--- config.mk ---
export PLATFORM = sky130hd
export DESIGN_NAME = keyentry
export DESIGN_NICKNAME = d
export VERILOG_FILES = /design/src/rtl/keyentry.sv
export SDC_FILE = /design/constraint.sdc
export NUM_CORES = 1
export LEC_CHECK = 0
export CORE_UTILIZATION = 53
export CTS_CLUSTER_SIZE = 8
export DETAILED_ROUTE_END_ITERATION = 12
export PLACE_DENSITY = 0.91
export REMOVE_ABC_BUFFERS = 1
export SETUP_SLACK_MARGIN = 0.4
export SLEW_MARGIN = 20
export SYNTH_ARGS = -nofsm -noshare
export SYNTH_HDL_FRONTEND = slang
export SYNTH_SLANG_ARGS = --single-unit
export TNS_END_PERCENT = 1
--- constraint.sdc ---
create_clock -name clk -period 4.76 [get_ports clk]
set_clock_uncertainty 0.1 [all_clocks]
set_input_delay 0.952 -clock clk [delete_from_list [all_inputs] [get_ports clk]]
set_output_delay 0.952 -clock clk [all_outputs]
set_load 0.01 [all_outputs]
--- src/rtl/keyentry.sv ---
// Keypad entry: assembles a multi-digit BCD number from synckey codes
// and commits it on ENTER as a one-cycle-valid value.
module keyentry #(
    parameter int NDIG       = 4,
    parameter int CODE_ENTER = 16,
    parameter int CODE_CLEAR = 17,
    parameter int CODE_BKSP  = 18
) (
    input  logic                       clk,
    input  logic                       rst,
    input  logic [4:0]                 keycode,
    input  logic                       strb,
    output logic [4*NDIG-1:0]          bcd,
    output logic [$clog2(NDIG+1)-1:0]  ndig,
    output logic                       overflow,
    output logic [4*NDIG-1:0]          value,
    output logic                       value_valid
);

    localparam int NW = $clog2(NDIG+1);

    typedef enum logic [1:0] {EMPTY, ENTRY, FULL} state_t;

    state_t state;
    state_t state_nxt;
    logic   strb_q;
    logic   ev;
    logic   is_digit;
    logic   act_push;
    logic   act_ovf;
    logic   act_pop;
    logic   act_clr;
    logic   act_commit;

    assign ev       = strb & ~strb_q;
    assign is_digit = keycode < 5'd10;

    // State register
    always_ff @(posedge clk or posedge rst) begin
        if (rst) begin
            state <= EMPTY;
        end else begin
            state <= state_nxt;
        end
    end

    // Next-state logic: state mirrors the digit count
    always_comb begin
        state_nxt = state;
        unique case (1'b1)
            act_clr, act_commit: state_nxt = EMPTY;
            act_push: state_nxt = (ndig == NW'(NDIG-1)) ? FULL : ENTRY;
            act_pop:  state_nxt = (ndig == NW'(1)) ? EMPTY : ENTRY;
            default:  state_nxt = state;
        endcase
    end

    // Output decode: one action per strobe event
    always_comb begin
        act_push   = 1'b0;
        act_ovf    = 1'b0;
        act_pop    = 1'b0;
        act_clr    = 1'b0;
        act_commit = 1'b0;
        if (ev) begin
            act_push   = is_digit && (state != FULL);
            act_ovf    = is_digit && (state == FULL);
            act_pop    = (keycode == 5'(CODE_BKSP)) && (state != EMPTY);
            act_clr    = (keycode == 5'(CODE_CLEAR));
            act_commit = (keycode == 5'(CODE_ENTER)) && (state != EMPTY);
        end
    end

    always_ff @(posedge clk or posedge rst) begin
        if (rst) begin
            strb_q      <= 1'b0;
            bcd         <= '0;
            ndig        <= '0;
            overflow    <= 1'b0;
            value       <= '0;
            value_valid <= 1'b0;
        end else begin
            strb_q      <= strb;
            value_valid <= act_commit;
            if (act_commit) begin
                value <= bcd;
            end
            if (act_clr || act_commit) begin
                bcd      <= '0;
                ndig     <= '0;
                overflow <= 1'b0;
            end else if (act_push) begin
                bcd  <= {bcd[4*NDIG-5:0], keycode[3:0]};
                ndig <= ndig + NW'(1);
            end else if (act_ovf) begin
                overflow <= 1'b1;
            end else if (act_pop) begin
                bcd  <= {4'h0, bcd[4*NDIG-1:4]};
                ndig <= ndig - NW'(1);
            end
        end
    end

endmodule
; ---- Yosys cells after proc, flatten, opt, wreduce, memory -nomap -nowiden
; Index checks and enable logic that the tools add are counted.
[totals]
out_inout_bits = 37
reg_bits = 40
input_bits = 8
wordCells = 52
[op_classes]
order_cmp = 1
eq_ne = 9
bitwise = 2
reduce_logical = 12
muxes = 19
addsub = 2
[op_table]
columns = cell, count
row1 = 16-bit 2-to-1 mux, 4
row2 = "5-bit equality test, second input constant", 3
row3 = 3-bit 2-to-1 mux, 4
row4 = 1-bit 2-to-1 mux, 9
row5 = 2-bit one-hot mux with 3 select lines, 1
row6 = 3-bit nonzero test, 2
row7 = "5-bit by 4-bit less-than comparator with 1-bit output, second input constant", 1
row8 = 1-bit logical AND, 4
row9 = 2-bit AND reduction, 2
row10 = 2-bit nonzero test, 2
row11 = "3-bit by 1-bit adder with 3-bit output, second input constant", 1
row12 = "3-bit by 1-bit equality test with 1-bit output, second input constant", 1
row13 = "3-bit by 2-bit equality test with 1-bit output, second input constant", 1
row14 = "3-bit by 2-bit inequality test with 1-bit output, second input constant", 1
row15 = "3-bit by 1-bit subtractor with 3-bit output, second input constant", 1
row16 = "2-bit equality test, second input constant", 1
row17 = 2-bit 2-to-1 mux, 1
row18 = "2-bit by 1-bit inequality test with 1-bit output, second input constant", 1
row19 = "2-bit inequality test, second input constant", 1
row20 = 2-bit OR reduction, 1
row21 = 1-bit AND, 1
row22 = 1-bit logical OR, 1
row23 = 1-bit NOT, 1

; ---- Longest topological paths before layout
[depth]
ltp_word = 7
mapped_depth = 8
ltp_nobuf = 6

; ---- Worst setup path after synthesis
; No wires, ideal clock.
[synth_path]
path_type = input port to flip-flop
start = input port strb
end = register value[0]
setup_time_ns = 0.125
path_slack_ns = 2.160
stages = 6
path_buffers = 1
arrival_time_ns = 2.375
required_time_ns = 4.535
path_cell_list = nand3b_4 or3_4 or2_4 nor3_4 buf_12 mux2_4
[synth_via]
elab_chain_cells = 2
[synth_lines]
columns = element, line_no
row1 = "start, declared", 12  ; input logic strb,
row2 = 1-bit AND, 35  ; assign ev = strb & ~strb_q;
row3 = 1-bit 2-to-1 mux, 65  ; if (ev) begin
row4 = net act_commit, 33  ; logic act_commit;
row5 = "end signal, assigned", 80  ; value <= '0;
row6 = "end signal, assigned", 86  ; value <= bcd;
row7 = "end, declared", 16  ; output logic [4*NDIG-1:0] value,
; The timed path passes the listed nets, and every way through them passes these cells.
; A chain may end at the register's enable or synchronous reset.

; ---- Worst setup path after layout
[layout_path]
start = input port strb
end = register value[12]
[layout_via]
elab_chain_cells = 2
[layout_lines]
columns = element, line_no
row1 = 1-bit AND, 35
row2 = 1-bit 2-to-1 mux, 65
; No other way between the ends.

==> impl_metrics.csv <==
group,metric,value,unit
run_status,status,"finished, final reports clean",
worst_hold_path,min_from,"overflow",
route,dr.pass1.iters,4,
placement,dpl.hpwl,2790,µm
timing,setup_violations,0,
power_and_ir_drop,p_clk_share,20.6,%
finish,final_util,72.2,%
floorplan,start_util,56.2,%
job,cap_violations,0,
setup_path,crit_path_start_kind,"input pin",
power_and_ir_drop,p_int,0.000759,W
clocking,cts_buffers,5,
synth,synth-main-ff-cell,"dfrtp_1",
synth,synth_area,1890,µm²
global_route,grt_max_degree,41,
synth,synth-warning-count,0,
setup_path,slowest_stage,"nor3_4",
timing,max_freq,0.313,GHz
clocking,postCtsSetupRepairBufs,0,
placement,place.port_buffers,44,
finish,insertedDiodeCount,0,
finish,fin_nets,221,
power_and_ir_drop,p_leak,1.10,nW
clocking,cts.path.max_buffers,2,
setup_path,worstReg2RegStart,"strb_q",
power_and_ir_drop,p_per_area,469,nW/µm²
synth,synth-edff-count,0,
clocking,ctsResizeCount,0,
timing,tightestPinTransition,1040,ps
route,wl,4140,µm
power_and_ir_drop,pwr-share-comb,33.0,%
setup_path,crit_fanout,17,
timing,drv_slew,0,
synth,async_flop_share,100,%
power_and_ir_drop,power.share.sequential,46.3,%
route,wl_per_cell,16.2,µm
global_route,overflow,0,
clocking,clk_pin_slew,120,ps
setup_path,crit_path_max_incr_delay,730,ps
clocking,htreeDepth,2,
worst_hold_path,min_to,"overflow",
timing,period_share,67.1,%
floorplan,std_cell_rows,21,
power_and_ir_drop,p_total,0.00114,W
setup_path,crit_type,"input pin to flop",
floorplan,dieHeight,61.7,µm
route,drc,0,
power_and_ir_drop,p_sw_share,33.3,%
worst_hold_path,min_path_cells,2,
finish,mostFrequentLayoutCells,"44 x clkdlybuf4s50_1, 40 x dfrtp_1, 27 x nand2_1, 15 x nor2_1, 12 x a311oi_1",
global_route,track_usage,24.6,%
synth,synth-seq-area-share,53.0,%
timing,finalHoldViolations,0,
clocking,cts_tree,"yes",
setup_path,r2r_setup_slack,2240,ps
setup_path,path_cells,"clkdlybuf4s50_1, nand3b_4, or3_4, or2_4, nor3_4, mux2_2",
route,via_per_inst,5.72,
clocking,postCtsHoldBufs,0,
floorplan,die_area,3810,µm²
route,routed-via-count,1465,
power_and_ir_drop,switchingPower,0.000379,W
synth,ys_types,35,
clocking,cts_root_buf,"clkbuf_4",
synth,syn_avg_cell_area,11.5,µm²
setup_path,crit_path_start,"strb",
timing,period_needed,3200,ps
placement,routabilityCongestion,0.816,
synth,ys_ff_latch,40,
worst_hold_path,hp-class,"flop to flop",
global_route,grt_pass1_vias,1389,
global_route,antenna_found_initial,0,
synth,synth_cells,164,
route,ant_nets,0,
clocking,cts.sink_count,40,
setup_path,reg2reg_depth,5,
timing,rsz0062_at_grt,"no",
route,dr.first_iter.drc_count,55,
setup_path,r2r-end,"value[12]",
global_route,grt_first_pass_wirelength,6620,µm
floorplan,io-pin-count,45,
setup_path,worstPathRequired,4920,ps
placement,dpl-instance-area,2340,µm²
floorplan,core,3360,µm²
finish,drive_gt1_share,15.2,%
power_and_ir_drop,peakVddDrop,284,µV
finish,fillers,243,
timing,finalSetupTns,0,ps
setup_path,cp-end-kind,"flop",
finish,mostFrequentLayoutCell,"clkdlybuf4s50_1",
finish,stdcell_area,2430,µm²
finish,synthToLayoutAreaGrowth,28.5,%
floorplan,die_x,61.7,µm
clocking,insertion_delay,370,ps
timing,max_slew_margin,30.2,%
setup_path,cp.arrival,3350,ps
power by group through the flow:
stage	logic [W]	clock network (W)	registers, W
after floorplan	0.000138	0	0.000545
after global placement	0.000361	0	0.000527
after detailed placement	0.000376	0	0.000531
after CTS	0.000379	0.000235	0.000524
after global routing	0.000412	0.000250	0.000540
final	0.000376	0.000235	0.000527
registers in the layout, indices dropped and copies added (netlist names):
| name | flops |
|---|---|
| bcd | 16 |
| value | 16 |
| ndig | 3 |
| state | 2 |
| overflow | 1 |
| strb_q | 1 |
| value_valid | 1 |
critical path, delay by kind of cell:
| kind | cells | cell delay, ps |
|---|---|---|
| buffers and inverters | 1 | 540 |
| multiplexers | 1 | 430 |
| AND/OR/NAND/NOR | 4 | 1420 |
synth_stat cells (3+ instances only):
| master | n | area share (%) |
|---|---|---|
| dfrtp_1 | 40 | 53 |
| mux2_4 | 9 | 7.2 |
| o21ai_0 | 3 | 0.79 |
| a311oi_1 | 12 | 5.6 |
| a21oi_1 | 4 | 1.1 |
| nor3_1 | 4 | 1.1 |
| buf_2 | 4 | 1.1 |
| nand2_1 | 27 | 5.4 |
| nor2_1 | 15 | 3.0 |
| ha_1 | 4 | 2.6 |
| a22o_1 | 5 | 2.3 |
| inv_1 | 5 | 0.99 |
| mux2_2 | 8 | 4.8 |
stage by stage:
step | setup slack, ps | hold WS (ps) | std cells
floorplan | 1970 | 429 | 156
detailed placement | 1160 | 396 | 248
global route | 1390 | 448 | 256
global placement | 1240 | 391 | 248
finish | 1560 | 419 | 256
CTS | 1540 | 424 | 256
metal layers:
layer | vias to the layer above | GRT usage [%] | routed length, µm
li1 | 679 | - | -
met1 | 728 | 32.5 | 1860
met2 | 51 | 39.9 | 2030
met3 | 7 | 3.73 | 203
met4 | 0 | 12.4 | 51
met5 | - | 0 | 0
worst max path at each step:
| stage | depth (start not counted) | slack (ps) | to |
|---|---|---|---|
| after floorplan | 5 | 1970 | value[10] |
| after global placement | 6 | 1240 | value[11] |
| after detailed placement | 6 | 1160 | value[12] |
| after CTS | 6 | 1540 | value[12] |
| after global routing | 6 | 1390 | bcd[6] |
| final | 6 | 1560 | value[12] |
kinds of logic after synthesis:
logic type      share of synthesized area, %
compound gates                          13.0
fa+ha+maj                               2.65
buf+inv                                 4.11
flops                                   53.0
mux                                     11.9
simple gates                            15.4
final cells by class:
| class | count | area [µm²] | area share, % |
|---|---|---|---|
| Clock buffer | 5 | 37.5 | 1.55 |
| Clock inverter | 3 | 46.3 | 1.91 |
| Inverter | 5 | 18.8 | 0.773 |
| Multi-Input combinational cell | 111 | 811 | 33.4 |
| Sequential cell | 40 | 1000 | 41.2 |
| Tap cell | 46 | 57.6 | 2.37 |
| Timing Repair Buffer | 46 | 455 | 18.8 |
Power figures use the tool's default switching activity.
